$ cat config.mk
export PLATFORM = sky130hd
export DESIGN_NAME = blk_addr_alloc
export DESIGN_NICKNAME = d
export VERILOG_FILES = /design/src/rtl/blk_addr_alloc.sv
export SDC_FILE = /design/constraint.sdc
export NUM_CORES = 2
export LEC_CHECK = 0
export CORE_AREA = 2 2 652 330
export CTS_BUF_LIST = sky130_fd_sc_hd__clkbuf_4
export CTS_CLUSTER_SIZE = 25
export DETAILED_ROUTE_END_ITERATION = 12
export DIE_AREA = 0 0 654 332
export PLACE_DENSITY_LB_ADDON = 0.3
export SLEW_MARGIN = 15
export SYNTH_ARGS = -nofsm -noshare
export SYNTH_HDL_FRONTEND = slang
export SYNTH_SLANG_ARGS = --single-unit
$ cat constraint.sdc
create_clock -name i_clk -period 9.2 [get_ports i_clk]
set_input_delay 1.84 -clock i_clk [delete_from_list [all_inputs] [get_ports i_clk]]
set_output_delay 1.84 -clock i_clk [all_outputs]
set_load 0.02 [all_outputs]
$ cat src/rtl/blk_addr_alloc.sv
// rtl/blk_addr_alloc.sv - FIFO free-list block address allocator for the shared packet SRAM
module blk_addr_alloc #(
  parameter int ADDR_W    = 12,
  parameter int BLK_NUM   = 256,
  parameter int BLK_WORDS = 16,
  parameter int PEND_MAX  = 7
) (
  input  logic                                   i_clk,
  input  logic                                   i_rst_n,
  input  logic                                   i_addr_req,
  output logic                                   o_blk_addr_vld,
  output logic [ADDR_W-1:0]                      o_blk_addr,
  input  logic                                   i_free_vld,
  input  logic [ADDR_W-1:0]                      i_free_addr,
  output logic                                   o_init_done,
  output logic [ADDR_W-$clog2(BLK_WORDS):0]      o_free_cnt,
  output logic                                   o_empty,
  output logic                                   o_free_err,
  output logic                                   o_req_ovf
);

  localparam int OFF_W  = $clog2(BLK_WORDS);
  localparam int IDX_W  = ADDR_W - OFF_W;
  localparam int PEND_W = $clog2(PEND_MAX + 1);
  localparam logic [IDX_W:0]    CNT_FULL = (IDX_W + 1)'(BLK_NUM);
  localparam logic [IDX_W-1:0]  IDX_LAST = IDX_W'(BLK_NUM - 1);
  localparam logic [PEND_W-1:0] PEND_TOP = PEND_W'(PEND_MAX);

  typedef enum logic {S_INIT, S_RUN} state_t;

  state_t              state, state_next;
  logic [IDX_W-1:0]    mem [BLK_NUM];
  logic [IDX_W-1:0]    wr_ptr, rd_ptr, init_idx;
  logic [IDX_W:0]      count;
  logic [PEND_W-1:0]   pending, pend_next;
  logic                grant, free_acc, free_rej, ovf;
  logic                mem_we;
  logic [IDX_W-1:0]    mem_waddr, mem_wdata;

  always_ff @(posedge i_clk or negedge i_rst_n) begin
    if (!i_rst_n) state <= S_INIT;
    else          state <= state_next;
  end

  always_comb begin
    state_next = state;
    if (state == S_INIT && init_idx == IDX_LAST) state_next = S_RUN;
  end

  // Grant and free decisions use the registered count only; a free never bypasses to a grant.
  always_comb begin
    grant     = 1'b0;
    free_acc  = 1'b0;
    free_rej  = 1'b0;
    mem_we    = 1'b0;
    mem_waddr = wr_ptr;
    mem_wdata = i_free_addr[ADDR_W-1:OFF_W];
    case (state)
      S_INIT: begin
        free_rej  = i_free_vld;
        mem_we    = 1'b1;
        mem_waddr = init_idx;
        mem_wdata = init_idx;
      end
      S_RUN: begin
        grant = (i_addr_req || pending != '0) && count != '0;
        if (i_free_vld) begin
          if (|i_free_addr[OFF_W-1:0] || count == CNT_FULL) free_rej = 1'b1;
          else                                                free_acc = 1'b1;
        end
        mem_we = free_acc;
      end
      default: ;
    endcase
    ovf       = i_addr_req && !grant && pending == PEND_TOP;
    pend_next = ovf ? pending : pending + PEND_W'(i_addr_req) - PEND_W'(grant);
  end

  always_ff @(posedge i_clk) begin
    if (mem_we) mem[mem_waddr] <= mem_wdata;
  end

  always_ff @(posedge i_clk or negedge i_rst_n) begin
    if (!i_rst_n) begin
      wr_ptr         <= '0;
      rd_ptr         <= '0;
      init_idx       <= '0;
      count          <= '0;
      pending        <= '0;
      o_init_done    <= 1'b0;
      o_blk_addr_vld <= 1'b0;
      o_blk_addr     <= '0;
      o_free_err     <= 1'b0;
      o_req_ovf      <= 1'b0;
    end else begin
      if (state == S_INIT) begin
        init_idx <= init_idx + 1'b1;
        if (init_idx == IDX_LAST) begin
          count       <= CNT_FULL;
          wr_ptr      <= '0;
          rd_ptr      <= '0;
          o_init_done <= 1'b1;
        end
      end else begin
        if (grant)    rd_ptr <= rd_ptr + 1'b1;
        if (free_acc) wr_ptr <= wr_ptr + 1'b1;
        count <= count + (IDX_W + 1)'(free_acc) - (IDX_W + 1)'(grant);
      end
      pending        <= pend_next;
      o_blk_addr_vld <= grant;
      o_blk_addr     <= grant ? {mem[rd_ptr], {OFF_W{1'b0}}} : '0;
      o_free_err     <= free_rej;
      o_req_ovf      <= ovf;
    end
  end

  assign o_free_cnt = count;
  assign o_empty    = (state == S_RUN) && count == '0;

endmodule

==> impl_metrics.env <==
export IMPL_busiest_layer="met1"
export IMPL_vias=43000
export IMPL_synthCells=3814
export IMPL_met3_usage_pct=11.4
export IMPL_p_per_area_mw_per_mm2=191
export IMPL_gr_usage_met1_pct=35.4
export IMPL_hold_buffers=0
export IMPL_fin_tns_setup_ns=0
export IMPL_worstRegToRegCells=8
export IMPL_path_max_fanout=44
export IMPL_reg2reg_from="rd_ptr[0]"
export IMPL_ys_types=69
export IMPL_initial_core_util_pct=38.7
export IMPL_min_path_cells=2
export IMPL_yosysTopAreaCell="edfxtp_1"
export IMPL_dieWidth_um=654
export IMPL_path_cells="buf_4, inv_1, nor4_1, clkdlybuf4s50_1"
export IMPL_p_leak_nw=26.3
export IMPL_required_ns=7.36
export IMPL_port_buffers=37
export IMPL_ctsLongestPathBuffers=4
export IMPL_die_h_um=332
export IMPL_first_iter_violations=7079
export IMPL_r2r_end="o_blk_addr[4]"
export IMPL_layout_commonest_cell="edfxtp_1"
export IMPL_rsz0062_at_grt="no"
export IMPL_grt_util_all_layers_pct=22.3
export IMPL_ios=42
export IMPL_final_nets=4201
export IMPL_fin_cells=7354
export IMPL_met2_usage_pct=26.5
export IMPL_clk_latency_ns=1.27
export IMPL_worstHoldStart="pending[2]"
export IMPL_worstPathArrival_ns=3.52
export IMPL_num_rows=120
export IMPL_critPathSlowestCell="clkdlybuf4s50_1"
export IMPL_hold_end="pending[2]"
export IMPL_drive_gt1_share_pct=30.6
export IMPL_wl_per_cell_um=33.3
export IMPL_synth_edff_count=2048
export IMPL_routed_wl_um=245000
export IMPL_async_flop_share_pct=2.29
export IMPL_path_class="reg2out"
export IMPL_fin_crit_sh_pct=58.2
export IMPL_gp_congestion=0.873
export IMPL_hold_viol=0
export IMPL_drcViolationCount=0
export IMPL_ys_ff_latch=2096
export IMPL_clkSlewWorstSetupHoldPaths_ns=0.08
export IMPL_r2r_setup_slack_ns=4.01
export IMPL_synthFlopType="edfxtp_1"
export IMPL_fmax_mhz=187
export IMPL_design_core_area_mm2=0.212
export IMPL_clock_sinks=2096
export IMPL_first_global_vias=41500
export IMPL_maxSlewViolCount=0
export IMPL_dieArea_mm2=0.217
export IMPL_ant_nets=0
export IMPL_cap_violations=0
export IMPL_ys_seq_area_share_pct=76.4
export IMPL_status="complete, no violations"
export IMPL_dr_pass1_iters=5
export IMPL_finalSetupViolCount=0
export IMPL_routed_via_density=5.85
export IMPL_hold_path_class="reg2reg"
export IMPL_cts_resized_gates=0
export IMPL_vdd_ir_drop_max_v=0.000111
export IMPL_synth_area_mm2=0.0821
export IMPL_globalRouteOverflowTotal=0
export IMPL_area_delta_synth_final_pct=11.2
export IMPL_clock_skew_ns=0.101
export IMPL_slowest_delay_ns=0.68
export IMPL_post_dp_hpwl_um=145000
export IMPL_layout_common_cells="2048 x edfxtp_1, 651 x clkbuf_4, 542 x mux4_2"
export IMPL_cts_made_buffers=442
export IMPL_post_cts_repair_setup_buffers=0
export IMPL_avgSynthCellArea_um2=21.5
export IMPL_grt_max_degree=148
export IMPL_grt_pass1_wl_um=339000
export IMPL_period_needed_ns=5.36
export IMPL_yosys_warnings=0
export IMPL_critPathLaunchType="flop"
export IMPL_utilization_pct=43.0
export IMPL_tritoncts="yes"
export IMPL_cts_root_buf="clkbuf_4"
export IMPL_worstMarginPinSlew_ns=1.30
export IMPL_yosys_top_cells_area="edfxtp_1 75%, mux4_2 15%, mux2i_1 1.6%"
export IMPL_slew_headroom_pct=12.9
export IMPL_end_kind="output port"
export IMPL_h_tree_depth=5
export IMPL_antenna_found_initial=13
export IMPL_synth_top_area_share_pct=74.9
export IMPL_placed_cells=6589
[layout make-up]
type / count / area, um2
clock inverter: 111 / 562
multi-input combinational: 1472 / 18200
antenna: 3 / 7.51
tap: 2867 / 3590
fill: 18300 / 121000
inverter: 27 / 104
timing repair buffer: 127 / 1230
clock buffer: 651 / 4890
sequential: 2096 / 62700
[Yosys cell counts, drive strengths merged (6+ instances only)]
cell type	n
buf	137
inv	25
a221oi	20
ha	17
clkbuf	85
mux2	27
a31oi	6
a22o	6
or3	8
nand2	96
o21ai	36
xnor2	17
mux4	542
a211oi	6
a22oi	19
o31ai	8
a32oi	6
a21oi	31
nor4	7
mux2i	135
o22ai	47
dfrtp	48
nor3	18
xor2	9
edfxtp	2048
nand4	7
nor2	299
nand3	22
[stage by stage]
step	hold WS, ns	area [um2]	total power, mW	setup slack (ns)
2_1_floorplan	0.503	82100	10.6	3.45
3_3_place_gp	0.528	85800	10.6	3.53
3_5_place_dp	0.542	85800	10.6	3.50
4_1_cts	0.560	91200	17.5	3.75
5_1_grt	0.589	91300	18.0	3.60
6_report	0.568	91300	17.4	3.84
[cell families after synthesis]
group	count (synthesis)	synth area share, %
AO/OA/AOI/OAI	232	1.96
XOR/XNOR	26	0.277
adder cells (fa/ha/maj)	19	0.308
buffers and inverters	249	1.70
flip-flops	2096	76.4
multiplexers	704	16.9
other	1	0.00457
AND/OR/NAND/NOR	487	2.47
[per-layer routing]
| layer | share of wire (%) | vias to the layer above |
|---|---|---|
| li1 | - | 16900 |
| met1 | 44 | 22700 |
| met2 | 38 | 3217 |
| met3 | 17 | 267 |
| met4 | 1.4 | 4 |
| met5 | 0.021 | - |
[registers in the layout, summed over array words and instances (netlist names)]
register and cells:
wr_ptr 8, mem 2048, o_free_err 1, o_free_cnt 9, o_blk_addr 8, pending 3
state 1, rd_ptr 8, o_req_ovf 1, o_blk_addr_vld 1, init_idx 8
[worst max-delay path, delay by kind of cell, from the launching register on]
kind          cells  cell delay, ns
buf+inv           3            1.58
simple gates      1            0.36
flops             1            0.32
[how the worst max path moves through the flow]
| stage | startpoint | endpoint | slack, ns | cells past startpoint |
|---|---|---|---|---|
| 5_1_grt | state | o_empty | 3.60 | 4 |
| 3_3_place_gp | i_addr_req | o_free_cnt[8] | 3.53 | 15 |
| 4_1_cts | state | o_empty | 3.75 | 4 |
| 6_report | state | o_empty | 3.84 | 4 |
| 3_5_place_dp | i_free_addr[1] | mem[103][6] | 3.50 | 8 |
| 2_1_floorplan | i_free_addr[5] | mem[0][1] | 3.45 | 2 |
[power breakdown]
group	leakage [nW]	switching, mW	internal [mW]
sequential	16.7	0.00813	10.3
combinational	6.32	0.0238	0.0228
clock	3.26	3.68	3.34
(Power assumes the default switching activity.)
